<file path="src/rtl/mpt_plb.sv">
// mpt_plb: fully-associative protection lookaside buffer for the MPT checker (4K/4M/1G entries, SDID tagged).
// Optional hit/miss statistics counters are built when MPT_PLB_STATS_EN is defined.
module mpt_plb #(
  parameter int unsigned NUM_ENTRIES = 8,
  parameter int unsigned PLEN        = 34,
  parameter int unsigned SDID_LEN    = 6,
  parameter int unsigned CNT_W       = 16
) (
  input  logic                clk_i,
  input  logic                rst_ni,
  input  logic                lookup_valid_i,
  output logic                lookup_ready_o,
  input  logic [SDID_LEN-1:0] lookup_sdid_i,
  input  logic [PLEN-1:0]     lookup_spa_i,
  input  logic [1:0]          lookup_access_i,
  output logic                resp_valid_o,
  output logic                resp_hit_o,
  output logic [1:0]          resp_perm_o,
  output logic                resp_allowed_o,
  input  logic                refill_valid_i,
  input  logic [SDID_LEN-1:0] refill_sdid_i,
  input  logic [PLEN-1:0]     refill_spa_i,
  input  logic [1:0]          refill_size_i,
  input  logic [1:0]          refill_perm_i,
  input  logic                flush_i,
  input  logic                flush_sdid_en_i,
  input  logic [SDID_LEN-1:0] flush_sdid_i,
`ifdef MPT_PLB_STATS_EN
  input  logic                stats_clr_i,
  output logic [CNT_W-1:0]    hit_cnt_o,
  output logic [CNT_W-1:0]    miss_cnt_o,
`endif
  output logic                flush_done_o
);

  localparam int unsigned TAG_W = PLEN - 12;
  localparam int unsigned IDX_W = (NUM_ENTRIES > 1) ? $clog2(NUM_ENTRIES) : 1;

  localparam logic [1:0] SZ_4M   = 2'b01;
  localparam logic [1:0] SZ_1G   = 2'b10;
  localparam logic [1:0] SZ_RSVD = 2'b11;

  typedef enum logic {RUN, FLUSH} state_e;

  state_e state_q, state_d;

  logic [NUM_ENTRIES-1:0]               entry_valid_q;
  logic [NUM_ENTRIES-1:0][SDID_LEN-1:0] entry_sdid_q;
  logic [NUM_ENTRIES-1:0][TAG_W-1:0]    entry_tag_q;
  logic [NUM_ENTRIES-1:0][1:0]          entry_size_q;
  logic [NUM_ENTRIES-1:0][1:0]          entry_perm_q;

  logic [IDX_W-1:0]    ptr_q, ptr_d;
  logic                flush_sdid_en_q;
  logic [SDID_LEN-1:0] flush_sdid_q;
  logic                flush_done_q;

  logic       resp_valid_q, resp_hit_q, resp_allowed_q;
  logic [1:0] resp_perm_q;

  logic [NUM_ENTRIES-1:0] hit_vec, same_vec, flush_vec;
  logic                   hit_any, same_any, free_any;
  logic [IDX_W-1:0]       hit_idx, same_idx, free_idx, wr_idx;
  logic [TAG_W-1:0]       lookup_tag, refill_tag;
  logic                   lookup_fire, refill_en;

  // Tag bits below the entry granularity are don't-care for matching and stored as zero.
  function automatic logic [TAG_W-1:0] size_mask(input logic [1:0] size);
    logic [TAG_W-1:0] m;
    m = '1;
    if (size == SZ_4M) begin
      m[9:0] = '0;
    end else if (size == SZ_1G) begin
      m[17:0] = '0;
    end
    return m;
  endfunction

  // perm encoding: 01 RX, 10 RW, 11 RWX.
  function automatic logic access_ok(input logic [1:0] access, input logic [1:0] perm);
    logic ok;
    ok = 1'b0;
    case (access)
      2'b01:   ok = (perm != 2'b00);
      2'b10:   ok = perm[1];
      2'b11:   ok = perm[0];
      default: ok = 1'b0;
    endcase
    return ok;
  endfunction

  assign lookup_tag = lookup_spa_i[PLEN-1:12];
  assign refill_tag = refill_spa_i[PLEN-1:12] & size_mask(refill_size_i);

  assign lookup_ready_o = rst_ni && (state_q == RUN) && !flush_i;
  assign lookup_fire    = lookup_valid_i && lookup_ready_o;
  assign refill_en      = refill_valid_i && !flush_i && (state_q == RUN) && (refill_size_i != SZ_RSVD);

  for (genvar gi = 0; gi < NUM_ENTRIES; gi++) begin : g_cmp
    assign hit_vec[gi] = entry_valid_q[gi] && (entry_sdid_q[gi] == lookup_sdid_i) &&
                         (((entry_tag_q[gi] ^ lookup_tag) & size_mask(entry_size_q[gi])) == '0);
    assign same_vec[gi] = entry_valid_q[gi] && (entry_sdid_q[gi] == refill_sdid_i) &&
                          (entry_size_q[gi] == refill_size_i) && (entry_tag_q[gi] == refill_tag);
    assign flush_vec[gi] = !flush_sdid_en_q || (entry_sdid_q[gi] == flush_sdid_q);
  end

  // Descending scans so the lowest matching index is the one left standing.
  always_comb begin
    hit_any  = 1'b0;
    hit_idx  = '0;
    same_any = 1'b0;
    same_idx = '0;
    free_any = 1'b0;
    free_idx = '0;
    for (int i = int'(NUM_ENTRIES) - 1; i >= 0; i--) begin
      if (hit_vec[i]) begin
        hit_any = 1'b1;
        hit_idx = IDX_W'(i);
      end
      if (same_vec[i]) begin
        same_any = 1'b1;
        same_idx = IDX_W'(i);
      end
      if (!entry_valid_q[i]) begin
        free_any = 1'b1;
        free_idx = IDX_W'(i);
      end
    end
  end

  always_comb begin
    wr_idx = ptr_q;
    ptr_d  = ptr_q;
    if (same_any) begin
      wr_idx = same_idx;
    end else if (free_any) begin
      wr_idx = free_idx;
    end else if (refill_en) begin
      ptr_d = ptr_q + IDX_W'(1);
    end
    if (state_q == FLUSH && !flush_sdid_en_q) begin
      ptr_d = '0;
    end
  end

  always_comb begin
    state_d = state_q;
    case (state_q)
      RUN:     if (flush_i) state_d = FLUSH;
      FLUSH:   state_d = RUN;
      default: state_d = RUN;
    endcase
  end

  always_ff @(posedge clk_i or negedge rst_ni) begin
    if (!rst_ni) begin
      state_q         <= RUN;
      ptr_q           <= '0;
      flush_sdid_en_q <= 1'b0;
      flush_sdid_q    <= '0;
      flush_done_q    <= 1'b0;
      resp_valid_q    <= 1'b0;
      resp_hit_q      <= 1'b0;
      resp_perm_q     <= 2'b00;
      resp_allowed_q  <= 1'b0;
    end else begin
      state_q      <= state_d;
      ptr_q        <= ptr_d;
      flush_done_q <= (state_q == FLUSH);
      if (state_q == RUN && flush_i) begin
        flush_sdid_en_q <= flush_sdid_en_i;
        flush_sdid_q    <= flush_sdid_i;
      end
      resp_valid_q   <= lookup_fire;
      resp_hit_q     <= lookup_fire && hit_any;
      resp_perm_q    <= (lookup_fire && hit_any) ? entry_perm_q[hit_idx] : 2'b00;
      resp_allowed_q <= lookup_fire && hit_any && access_ok(lookup_access_i, entry_perm_q[hit_idx]);
    end
  end

  always_ff @(posedge clk_i or negedge rst_ni) begin
    if (!rst_ni) begin
      entry_valid_q <= '0;
      entry_sdid_q  <= '0;
      entry_tag_q   <= '0;
      entry_size_q  <= '0;
      entry_perm_q  <= '0;
    end else begin
      for (int i = 0; i < int'(NUM_ENTRIES); i++) begin
        if (state_q == FLUSH) begin
          if (flush_vec[i]) entry_valid_q[i] <= 1'b0;
        end else if (refill_en && wr_idx == IDX_W'(i)) begin
          entry_valid_q[i] <= 1'b1;
          entry_sdid_q[i]  <= refill_sdid_i;
          entry_tag_q[i]   <= refill_tag;
          entry_size_q[i]  <= refill_size_i;
          entry_perm_q[i]  <= refill_perm_i;
        end
      end
    end
  end

  assign resp_valid_o   = resp_valid_q;
  assign resp_hit_o     = resp_hit_q;
  assign resp_perm_o    = resp_perm_q;
  assign resp_allowed_o = resp_allowed_q;
  assign flush_done_o   = flush_done_q;

`ifdef MPT_PLB_STATS_EN
  logic [CNT_W-1:0] hit_cnt_q, miss_cnt_q;

  always_ff @(posedge clk_i or negedge rst_ni) begin
    if (!rst_ni) begin
      hit_cnt_q  <= '0;
      miss_cnt_q <= '0;
    end else if (stats_clr_i) begin
      hit_cnt_q  <= '0;
      miss_cnt_q <= '0;
    end else if (resp_valid_q) begin
      if (resp_hit_q && hit_cnt_q != '1) hit_cnt_q <= hit_cnt_q + CNT_W'(1);
      if (!resp_hit_q && miss_cnt_q != '1) miss_cnt_q <= miss_cnt_q + CNT_W'(1);
    end
  end

  assign hit_cnt_o  = hit_cnt_q;
  assign miss_cnt_o = miss_cnt_q;
`else
  logic [CNT_W-1:0] unused_cnt;
  assign unused_cnt = '0;
`endif

  logic unused_spa_low;
  assign unused_spa_low = ^{lookup_spa_i[11:0], refill_spa_i[11:0]};

endmodule

</file>
<file path="config.mk">
export PLATFORM = sky130hd
export DESIGN_NAME = mpt_plb
export DESIGN_NICKNAME = d
export VERILOG_FILES = /design/src/rtl/mpt_plb.sv
export SDC_FILE = /design/constraint.sdc
export NUM_CORES = 1
export LEC_CHECK = 0
export CAP_MARGIN = 5
export CORE_MARGIN = 3
export CORE_UTILIZATION = 65
export DETAILED_ROUTE_END_ITERATION = 8
export PLACE_DENSITY = 0.86
export SYNTH_ARGS = -nofsm -noshare
export SYNTH_HDL_FRONTEND = slang
export SYNTH_SLANG_ARGS = --single-unit
</file>
<file path="constraint.sdc">
create_clock -name clk_i -period 7.9 [get_ports clk_i]
set_input_delay 1.185 -clock clk_i [delete_from_list [all_inputs] [get_ports clk_i]]
set_output_delay 1.185 -clock clk_i [all_outputs]
set_load 0.02 [all_outputs]
</file>
# --- Word-level counts from Yosys, hierarchy flattened ---
# Index checks and enable logic that the tools add are counted.
# Widths: inputs -> output; s select.
totals:
  word_cells: 363
  register_bits: 281
  output_inout_bits: 7
  in_bits: 98
op_classes:
  n_reduce_logical: 104
  addsub: 1
  mux: 111
  magnitude_cmp: 1
  n_bitwise: 18
  eq_ne: 79
ops:
  columns: ["operator", "count"]
  rows:
  - ["$and 22x22->22", 9]
  - ["$eq 22x22->1", 8]
  - ["$logic_not 22->1", 8]
  - ["$xor 22x22->22", 8]
  - ["$mux 18", 9]
  - ["$eq 6x6->1", 24]
  - ["$mux 10", 9]
  - ["$mux 3", 30]
  - ["$mux 8", 9]
  - ["$logic_and 1x1->1", 58]
  - ["$mux 1", 49]
  - ["$reduce_and 2->1", 16]
  - ["$eq 2x2->1 const B", 11]
  - ["$eq 2x1->1 const B", 10]
  - ["$ne 2x1->1 const B", 10]
  - ["$reduce_bool 2->1", 10]
  - ["$eq 2x2->1", 8]
  - ["$eq 3x3->1 const B", 4]
  - ["$logic_or 1x1->1", 8]
  - ["$bmux 2 s3", 1]
  - ["$eq 3x2->1 const B", 2]
  - ["$lt 3x4->1 const B", 1]
  - ["$mux 2", 2]
  - ["$add 3x1->3 const B", 1]
  - ["8 further kinds", 9]

# --- Depth between registers and ports, before layout ---
# Gate-level depths: netlist of run 1.
depth:
  ltp_word: 19
  mapped_depth: 20
  depth_no_buf: 13

# --- Worst setup path after synthesis of run 1 ---
# No wires, ideal clock.
synth_path:
  kind: "input-to-reg"
  start: "in refill_size_i[0]"
  end: "reg entry_sdid_q[42] (netlist bit)"
  required_time_ns: 7.772
  t_arrival_ns: 4.860
  cell_stages: 18
  setup_time_ns: 0.128
  n_path_buf: 5
  slack_ns: 2.913
  cell_sequence: "buf_2 > inv_1 > ha_1 > and2_1 > clkbuf_1 > xnor2_1 > nand4_1 > or4_1 > or3_1 > nand4_2 > nor2_1 > or3_1 > buf_6 > nor2_1 > and2_1 > buf_4 > buf_4 > mux2_1"
synth_between:
  elab_chain_len: 18
  elab_cells_between_ends: 60
  cone_classes: "20 x eq/ne; 20 x mux; 1 x bitwise; 19 x reduce/logical"
synth_lines:
  columns: ["element", "line", "text"]
  rows:
  - ["start, declared", "23", "input logic [1:0] refill_size_i,"]
  - ["$eq 2x2->1", "73", "end else if (size == SZ_1G) begin"]
  - ["$mux 18", "73", null]
  - ["$mux 10 or $mux 8 (tied branches)", "71", "if (size == SZ_4M) begin"]
  - ["$and 22x22->22", "93", "assign refill_tag = refill_spa_i[PLEN-1:12] & size_mask(refill_size_i);"]
  - ["$eq 22x22->1", "103", "(entry_size_q[gi] == refill_size_i) && (entry_tag_q[gi] == refill_tag);"]
  - ["$logic_and 1x1->1", "103", null]
  - ["$mux 3 or $mux 1 (tied branches) (8 in series)", "120", "if (same_vec[i]) begin"]
  - ["$mux 3", "134", "if (same_any) begin"]
  - ["$eq 3x3->1", "192", "end else if (refill_en && wr_idx == IDX_W'(i)) begin"]
  - ["$logic_and 1x1->1 (*)", "192", null]
  - ["$reduce_and 2->1 (no source line) (*)", null, null]
  - ["end signal, assigned by index", "194", "entry_sdid_q[i] <= refill_sdid_i;"]
  - ["end, declared", "48", "logic [NUM_ENTRIES-1:0][SDID_LEN-1:0] entry_sdid_q;"]
# Every way passes the cells marked *; elsewhere a longest branch is shown, timed or not.
# A chain may end at the register's enable or synchronous reset.

# --- Final worst setup path of run 1 ---
layout_path:
  start: "in refill_size_i[0]"
  end: "reg entry_tag_q[2] (netlist bit)"
layout_between:
  elab_chain_len: 18
  elab_cells_between_ends: 60
  cone_classes: "19 x eq/ne; 20 x mux; 1 x bitwise; 20 x reduce/logical"
layout_lines:
  columns: ["element", "line", "text"]
  rows:
  - ["$eq 2x2->1", "73", null]
  - ["$mux 18", "73", null]
  - ["$mux 10 or $mux 8 (tied branches)", "71", null]
  - ["$and 22x22->22", "93", null]
  - ["$eq 22x22->1", "103", null]
  - ["$logic_and 1x1->1", "103", null]
  - ["$mux 3 or $mux 1 (tied branches) (8 in series)", "120", null]
  - ["$mux 3", "134", null]
  - ["$logic_not 3->1", "192", null]
  - ["$logic_and 1x1->1", "192", null]
  - ["$reduce_and 2->1 (no source line)", null, null]
  - ["end signal, assigned by index", "195", "entry_tag_q[i] <= refill_tag;"]
  - ["end, declared", "49", "logic [NUM_ENTRIES-1:0][TAG_W-1:0] entry_tag_q;"]
# Several ways; a longest one is shown, not always the timed one.

==> results of run 1 <==
-- state kept, by name (all words and copies together) (netlist names), 2 cells and up --
name	count
entry_sdid_q	48
resp_perm_o	2
entry_tag_q	176
entry_valid_q	8
flush_sdid_q	6
ptr_q	3
entry_size_q	16
entry_perm_q	16
-- metal layers --
| metal | global-route usage (%) | wire [um] |
|---|---|---|
| met5 | 0 | 0 |
| met2 | 61.5 | 28000 |
| met4 | 23.1 | 4660 |
| met3 | 8.47 | 7050 |
| met1 | 53.8 | 24200 |
-- logic make-up after synthesis --
| group | share of synthesized area [%] |
|---|---|
| flops | 36.8 |
| fa+ha+maj | 0.721 |
| buf+inv | 4.42 |
| mux | 16.3 |
| compound gates | 8.67 |
| xor+xnor | 19.7 |
| simple gates | 13.4 |
-- worst min path at each step --
| stage | endpoint | slack (ns) | depth (start not counted) |
|---|---|---|---|
| finish | entry_perm_q[14] | 0.49 | 1 |
| global placement | entry_perm_q[14] | 0.47 | 1 |
| global route | entry_tag_q[45] | 0.49 | 1 |
| CTS | entry_tag_q[74] | 0.48 | 1 |
| floorplan | flush_done_o | 0.37 | 0 |
| detailed placement | entry_perm_q[14] | 0.48 | 1 |
-- per-stage QoR --
stage                     power [mW]  std cells  util [%]
final                           4.87       2261      73.4
after global routing            5.03       2261      73.4
after CTS                       4.82       2261      73.4
after detailed placement        3.23       2205      69.5
after global placement          3.18       2205      69.5
after floorplan                 2.78       1835         -
-- cell usage in the layout, fill, tap and decap left out, types with 24 or more instances in the layout --
cell | Yosys | final
clkdlybuf4s50_1 | 0 | 79
nand2_1 | 63 | 62
mux2_2 | 195 | 195
dfrtp_1 | 281 | 281
a21oi_1 | 29 | 29
nand3_1 | 42 | 42
buf_4 | 16 | 45
mux2_1 | 29 | 29
xor2_1 | 165 | 165
nor4bb_1 | 24 | 24
mux2_4 | 27 | 27
nor4_1 | 32 | 32
o21ai_0 | 39 | 39
inv_1 | 28 | 28
nand4_1 | 78 | 78
xnor2_1 | 262 | 262
nor2_1 | 74 | 74
clkbuf_16 | 0 | 31
-- cell type report --
cell class              count  area (sq um)  area share (%)
clock buffers              39           836            3.95
clock inverters            17           269            1.27
inverters                  28           105           0.496
multi-input cells        1383         11200            53.0
flip-flops and latches    281          7030            33.2
well taps                 384           480            2.27
repair buffers            129          1220            5.78
-- power groups by stage --
| stage | clock [mW] | combinational, mW | sequential (mW) |
|---|---|---|---|
| after floorplan | 0 | 0.918 | 1.86 |
| after global placement | 0 | 1.22 | 1.96 |
| after detailed placement | 0 | 1.25 | 1.97 |
| after CTS | 1.60 | 1.27 | 1.95 |
| after global routing | 1.66 | 1.38 | 1.99 |
| final | 1.60 | 1.30 | 1.96 |
-- critical path: cells and delay by family --
family | cells | cell delay [ns]
AO/OA/AOI/OAI | 1 | 0.18
adder cells (fa/ha/maj) | 1 | 0.61
buffers and inverters | 5 | 1.66
multiplexers | 1 | 0.38
AND/OR/NAND/NOR | 8 | 2.62
==> impl_metrics.json, run 1 <==
{
  "rr_startpoint": "entry_sdid_q[29]",
  "worst_slew_pin_slew_ns": 1.10,
  "min_path_type": "flip-flop to flip-flop",
  "rows": 62,
  "cpMostUsedCell": "buf_4",
  "core-area_sq_mm": 0.0289,
  "setup-violations-final": 0,
  "switchingPower_mw": 1.63,
  "critPathArrivalTime_ns": 6.66,
  "synthFlopType": "dfrtp_1",
  "ant_nets": 0,
  "cts_buffer_depth": 3,
  "synth.top_cell.area_share_pct": 36.8,
  "holdWs_ns": 0.495,
  "path_cells": "clkdlybuf4s50_1 -> inv_1 -> ha_2 -> buf_4 -> buf_4 -> and2_1 -> nand2_1 -> nor3_1 -> o21ai_0 -> or4_1 -> nand2_1 -> or3_1 -> nor2b_4 -> nor2b_4 -> buf_4 -> mux2_2",
  "p_sw_share_pct": 33.5,
  "htreeDepth": 1,
  "yosysMostFrequentCell": "dfrtp_1",
  "place_ws_ns": 1.35,
  "synthesis.area_sq_mm": 0.0191,
  "drive_above_1_share_pct": 18.4,
  "maxSlewViolCount": 0,
  "cts_made_buffers": 31,
  "finalInstanceArea_sq_mm": 0.0212,
  "ios": 105,
  "fin_tns_setup_ns": 0,
  "end_kind": "flip-flop",
  "fp.dieW_um": 177,
  "synth_cell_types": 74,
  "comb_power_share_pct": 26.8,
  "die_h_um": 177,
  "status": "finished clean",
  "p_leak_nw": 9.16,
  "ys_warn_count": 0,
  "cts_tree": "yes",
  "io_buffer_count": 80,
  "cts_sinks": 281,
  "hold_buffers": 0,
  "clk_pin_slew_worst_paths_ns": 0.07,
  "cts_resized": 0,
  "ys_seq_elements": 281,
  "grt-ovfl-total": 0,
  "crit_end": "entry_tag_q[2]",
  "yosysTopAreaCell": "dfrtp_1",
  "synth_edf_count": 0,
  "place_congestion": 0.989,
  "power.density_mw_per_mm2": 230,
  "grt_pass1_wl_um": 95800,
  "path_class": "input pin to flip-flop",
  "routed_wl_um": 63900,
  "start_util_pct": 66.2,
  "clk_latency_ns": 0.59,
  "place_area_sq_mm": 0.0201,
  "min_period_ns": 6.20,
  "pwr-share-seq_pct": 40.3,
  "p_int_mw": 3.24,
  "antenna_found_initial": 1,
  "grt_pass1_vias": 15300,
  "rsz0062_at_grt": "false",
  "drt_iter0_drc": 2093,
  "vias_per_cell": 6.91,
  "crit_fanout": 39,
  "yosys-top-cells-count": "dfrtp_1 (281), xnor2_1 (262), mux2_2 (195), xor2_1 (165), clkbuf_1 (85)",
  "slowest_delay_ns": 0.64,
  "synthCells": 1835,
  "cp-startpoint": "refill_size_i[0]",
  "drv_cap": 0,
  "hp-start": "entry_perm_q[14]",
  "vias": 15600,
  "syn_nets": 1944,
  "hold_violations": 0,
  "wire_per_inst_um": 28.2,
  "skew_ns": 0.0345,
  "synthArstFlopShare_pct": 100,
  "layout_setup_ws_ns": 1.70,
  "crit_path_top_delay_cell": "or4_1",
  "worstRegToRegCells": 13,
  "grt_max_degree": 144,
  "finalNetCount": 1963,
  "syn_to_final_growth_pct": 10.9,
  "critPathRequiredTime_ns": 8.35,
  "synth.avg_cell_area_sq_um": 10.4,
  "fillers": 2039,
  "grtUsageTotal_pct": 40.4,
  "post_cts_buffers": 0,
  "peakVddDrop_v": 0.000228,
  "relSlewSlack_pct": 25.9,
  "drc": 0,
  "r2r_slack_ns": 3.25,
  "diodes": 0,
  "p_clk_share_pct": 32.9,
  "max_freq_mhz": 161,
  "die-area_sq_mm": 0.0315,
  "cts_root_buf": "clkbuf_16",
  "ys_seq_area_share_pct": 36.8,
  "synthTopCellsByArea": "dfrtp_1 (37%), xnor2_1 (12%), mux2_2 (11%)",
  "r2r_end": "entry_tag_q[2]",
  "dp_hpwl_um": 45500,
  "start_kind": "input pin",
  "fin_crit_sh_pct": 78.5,
  "first_pass_iters": 6
}
No activity file was read; power rests on OpenSTA's default activity.
==> inputs of run 2 (changes only) <==
CORE_UTILIZATION = 61   (was 65)
PLACE_DENSITY = 0.81   (was 0.86)
clock period = 6 ns   (was 7.9 ns; I/O delays follow)
==> impl_metrics.json, run 2 (synthesis results as in run 1) <==
{
  "syn_to_final_growth_pct": 13.3,
  "min_period_ns": 5.37,
  "path_class": "input pin to flip-flop",
  "die-area_sq_mm": 0.0335,
  "final_common_cell": "dfrtp_1",
  "crit_path_top_delay_cell": "a21boi_1",
  "p_leak_nw": 9.43,
  "placed_cells": 2272,
  "place_congestion": 1.03,
  "core-area_sq_mm": 0.0307,
  "finalNetCount": 2018,
  "grt_max_degree": 76,
  "start_util_pct": 62.1,
  "skew_ns": 0.0204,
  "cpMostUsedCell": "o21ai_0",
  "grt_pass1_vias": 15300,
  "hold_violations": 0,
  "maxSlewViolCount": 0,
  "cts_resized": 0,
  "peakVddDrop_v": 0.000277,
  "r2r_slack_ns": 1.52,
  "diodes": 0,
  "critPathArrivalTime_ns": 5.83,
  "p_sw_share_pct": 33.8,
  "critPathRequiredTime_ns": 6.46,
  "min_path_type": "input pin to asynchronous set/reset pin",
  "clk_latency_ns": 0.60,
  "pwr-share-seq_pct": 41.1,
  "crit_fanout": 20,
  "largest_reg_flops": 176,
  "largestRegisters": "entry_tag_q (176), entry_sdid_q (48)",
  "io_buffer_count": 80,
  "p_int_mw": 4.17,
  "clk_pin_slew_worst_paths_ns": 0.06,
  "cts_buffer_depth": 3,
  "setup-violations-final": 0,
  "final_cell_mix": "dfrtp_1 (281), xnor2_1 (262), mux2_2 (195), xor2_1 (165), buf_4 (91)",
  "drt_iter0_drc": 1889,
  "start_kind": "input pin",
  "grtUsageTotal_pct": 39.3,
  "fin_crit_sh_pct": 89.5,
  "ios": 105,
  "grt-ovfl-total": 0,
  "cts_root_buf": "clkbuf_16",
  "end_kind": "flip-flop",
  "fp.dieW_um": 183,
  "holdWs_ns": 0.249,
  "fin_tns_setup_ns": 0,
  "drc": 0,
  "status": "finished clean",
  "cts_tree": "yes",
  "routed_wl_um": 66200,
  "vias_per_cell": 6.73,
  "rows": 64,
  "ant_nets": 0,
  "hold_buffers": 0,
  "drv_cap": 0,
  "wire_per_inst_um": 28.5,
  "power_mw": 6.30,
  "htreeDepth": 1,
  "antenna_found_initial": 0,
  "comb_power_share_pct": 27.8,
  "rsz0062_at_grt": "false",
  "switchingPower_mw": 2.13,
  "dp_hpwl_um": 49100,
  "vias": 15600,
  "worst_slew_pin_slew_ns": 1.05,
  "max_freq_mhz": 186,
  "cp_num_buf_inv": 4,
  "drive_above_1_share_pct": 20.6,
  "p_clk_share_pct": 31.1,
  "power.density_mw_per_mm2": 291,
  "largest-register": "entry_tag_q",
  "instances_no_fill": 2322,
  "die_h_um": 183,
  "cts_sinks": 281,
  "first_pass_iters": 6,
  "cts_made_buffers": 31,
  "path_delay_family": "compound AO/OA/AOI/OAI gates",
  "grt_pass1_wl_um": 99000,
  "relSlewSlack_pct": 29.8,
  "path_cells": "clkdlybuf4s50_1 -> inv_1 -> ha_2 -> nand2_1 -> a2111oi_0 -> o2111ai_1 -> nor4_1 -> and4b_1 -> a21oi_1 -> o21ai_0 -> o21ai_0 -> a21boi_1 -> buf_4 -> and2_2 -> buf_12 -> mux2_1",
  "post_cts_buffers": 0,
  "slowest_delay_ns": 0.80,
  "layout_setup_ws_ns": 0.631,
  "place_ws_ns": 0.154
}
run 2: worst paths after layout:
kind | start | endpoint | depth (start not counted)
max | refill_size_i[0] | entry_tag_q[118] | 16
min | rst_ni | entry_tag_q[132] | 1
max reg2reg | entry_sdid_q[29] | entry_tag_q[81] | 12
min reg2reg | entry_perm_q[9] | entry_perm_q[9] | 1
max in group asynchronous | rst_ni | resp_hit_o | 3
min in group clk_i | entry_perm_q[9] | entry_perm_q[9] | 1
run 2: final cells by class:
type	instances	area, sq um
clock buffers	43	881
flip-flops and latches	281	7030
well taps	396	495
fillers	2326	9120
repair buffers	184	1750
inverters	28	105
multi-input cells	1383	11200
clock inverters	7	129
run 2: metal layers:
layer	wire length [um]	share of wire (%)	vias to the layer above	global-route usage, %
met1	27100	41	7822	54.6
met4	4060	6.1	0	18.8
met2	29500	45	880	61.6
li1	-	-	6712	-
met5	0	0	-	0
met3	5540	8.4	222	4.74
run 2: metrics by stage:
| step | util, % | instance area (sq um) |
|---|---|---|
| floorplan | - | 19100 |
| global placement | 67.1 | 20600 |
| detailed placement | 67.1 | 20600 |
| CTS | 70.3 | 21600 |
| global route | 70.3 | 21600 |
| finish | 70.3 | 21600 |
run 2: power by group through the flow:
| stage | registers [mW] | logic (mW) | clock network (mW) |
|---|---|---|---|
| after floorplan | 2.45 | 1.21 | 0 |
| after global placement | 2.58 | 1.66 | 0 |
| after detailed placement | 2.61 | 1.70 | 0 |
| after CTS | 2.57 | 1.72 | 1.97 |
| after global routing | 2.62 | 1.86 | 2.04 |
| final | 2.59 | 1.75 | 1.96 |
run 2: worst register-to-register path, cell delays in order, from the launching register on:
cell,delay [ns]
dfrtp_1,0.43
xor2_1,0.19
nor4_1,0.59
nand4_1,0.35
or3_1,0.46
or4_1,0.58
nand4_2,0.16
nor2_1,0.06
or3_1,0.52
nor2b_1,0.25
nand2_2,0.12
buf_12,0.25
mux2_2,0.40
==> inputs of run 3 (changes only) <==
CTS_CLUSTER_SIZE = 14   (was not set)
==> impl_metrics.json, run 3 (synthesis results as in run 1) <==
{
  "fillers": 2328,
  "largest_reg_flops": 176,
  "max_freq_mhz": 186,
  "skew_ns": 0.0254,
  "path_class": "input pin to flip-flop",
  "pwr-share-seq_pct": 41.1,
  "status": "finished clean",
  "clk_pin_slew_worst_paths_ns": 0.06,
  "vias": 15800,
  "p_sw_share_pct": 33.8,
  "io_buffer_count": 80,
  "hold_buffers": 0,
  "end_kind": "flip-flop",
  "routed_wl_um": 66400,
  "syn_to_final_growth_pct": 13.3,
  "drt_iter0_drc": 1974,
  "dp_hpwl_um": 49100,
  "hold_violations": 0,
  "peakVddDrop_v": 0.000277,
  "min_period_ns": 5.37,
  "switchingPower_mw": 2.13,
  "cts_buffer_depth": 3,
  "final_cell_mix": "dfrtp_1 (281), xnor2_1 (262), mux2_2 (195), xor2_1 (165), buf_4 (91)",
  "critPathArrivalTime_ns": 5.83,
  "setup-violations-final": 0,
  "drive_above_1_share_pct": 20.6,
  "cts_made_buffers": 31,
  "core-area_sq_mm": 0.0307,
  "cts_tree": "yes",
  "crit_fanout": 20,
  "critPathRequiredTime_ns": 6.46,
  "first_pass_iters": 6,
  "fin_tns_setup_ns": 0,
  "finalNetCount": 2018,
  "ant_nets": 0,
  "antenna_found_initial": 0,
  "comb_power_share_pct": 27.8,
  "htreeDepth": 1,
  "worst_slew_pin_slew_ns": 1.04,
  "rows": 64,
  "grtUsageTotal_pct": 39.2,
  "cts_sinks": 281,
  "place_congestion": 1.03,
  "start_kind": "input pin",
  "cts_resized": 0,
  "cts_root_buf": "clkbuf_16",
  "die-area_sq_mm": 0.0335,
  "power.density_mw_per_mm2": 291,
  "drc": 0,
  "fin_crit_sh_pct": 89.5,
  "p_leak_nw": 9.43,
  "fp.dieW_um": 183,
  "utilization_pct": 70.4,
  "p_int_mw": 4.17,
  "rsz0062_at_grt": "false",
  "p_clk_share_pct": 31.1,
  "grt_pass1_vias": 15300,
  "grt_pass1_wl_um": 98900,
  "ios": 105,
  "drv_cap": 0,
  "vias_per_cell": 6.79,
  "wire_per_inst_um": 28.6,
  "clk_latency_ns": 0.60,
  "grt-ovfl-total": 0,
  "post_cts_buffers": 0,
  "largest-register": "entry_tag_q",
  "maxSlewViolCount": 0,
  "relSlewSlack_pct": 30.3,
  "min_path_type": "input pin to asynchronous set/reset pin",
  "grt_max_degree": 76,
  "final_common_cell": "dfrtp_1",
  "start_util_pct": 62.1,
  "largestRegisters": "entry_tag_q (176), entry_sdid_q (48)",
  "die_h_um": 183
}
## run 3: changes by cell type in the layout (fill, tap and decap cells not counted)
cell / before / now
clkbuf_1: 6 / 7
inv_6: 1 / 0
diode_2: 0 / 2
clkinv_4: 0 / 1
## run 3: through the flow
| step | setup slack (ns) | hold WS, ns | area (sq um) | total power, mW | cells |
|---|---|---|---|---|---|
| floorplan | 1.30 | 0.373 | 19100 | 3.66 | 1835 |
| global placement | 0.241 | 0.467 | 20600 | 4.25 | 2272 |
| detailed placement | 0.154 | 0.484 | 20600 | 4.31 | 2272 |
| CTS | 0.724 | 0.275 | 21600 | 6.26 | 2323 |
| global route | 0.364 | 0.291 | 21600 | 6.51 | 2323 |
| finish | 0.630 | 0.244 | 21600 | 6.30 | 2325 |
## run 3: final cells by class
type	instances	area (sq um)	share of cell area, %
inverters	28	105	0.486
clock buffers	44	885	4.09
well taps	396	495	2.29
diodes	2	5.00	0.0231
multi-input cells	1383	11200	51.9
clock inverters	7	129	0.596
flip-flops and latches	281	7030	32.5
repair buffers	184	1750	8.08
## run 3: final timing paths
path / start / endpoint / slack [ns] / cells after the start
min in group clk_i: entry_perm_q[9] / entry_perm_q[9] / 0.51 / 1
worst max-delay path: refill_size_i[0] / entry_tag_q[118] / 0.63 / 16
worst min-delay path: rst_ni / entry_tag_q[132] / 0.24 / 1
worst min register to register: entry_perm_q[9] / entry_perm_q[9] / 0.51 / 1
max in group asynchronous: rst_ni / resp_valid_o / 3.67 / 3
worst max register to register: entry_sdid_q[29] / entry_tag_q[81] / 1.59 / 12
## run 3: power by group through the flow
stage	clock network, mW	registers (mW)	logic [mW]
floorplan	0	2.45	1.21
CTS	1.97	2.58	1.72
detailed placement	0	2.61	1.70
finish	1.96	2.59	1.75
global route	2.04	2.62	1.86
global placement	0	2.58	1.66
## run 3: critical path: stages
cell,delay [ns]
clkdlybuf4s50_1,0.55
inv_1,0.09
ha_2,0.47
nand2_1,0.25
a2111oi_0,0.46
o2111ai_1,0.17
nor4_1,0.53
and4b_1,0.28
a21oi_1,0.06
o21ai_0,0.14
o21ai_0,0.10
a21boi_1,0.79
buf_4,0.26
and2_2,0.20
buf_12,0.20
mux2_1,0.35
## run 3: layer usage
| metal | wire (um) | vias to the layer above | GRT usage, % |
|---|---|---|---|
| met5 | 0 | - | 0 |
| met4 | 4030 | 0 | 18.4 |
| met3 | 5640 | 216 | 5.32 |
| met2 | 29800 | 899 | 61.8 |
| met1 | 26900 | 7967 | 54.1 |
| li1 | - | 6705 | - |
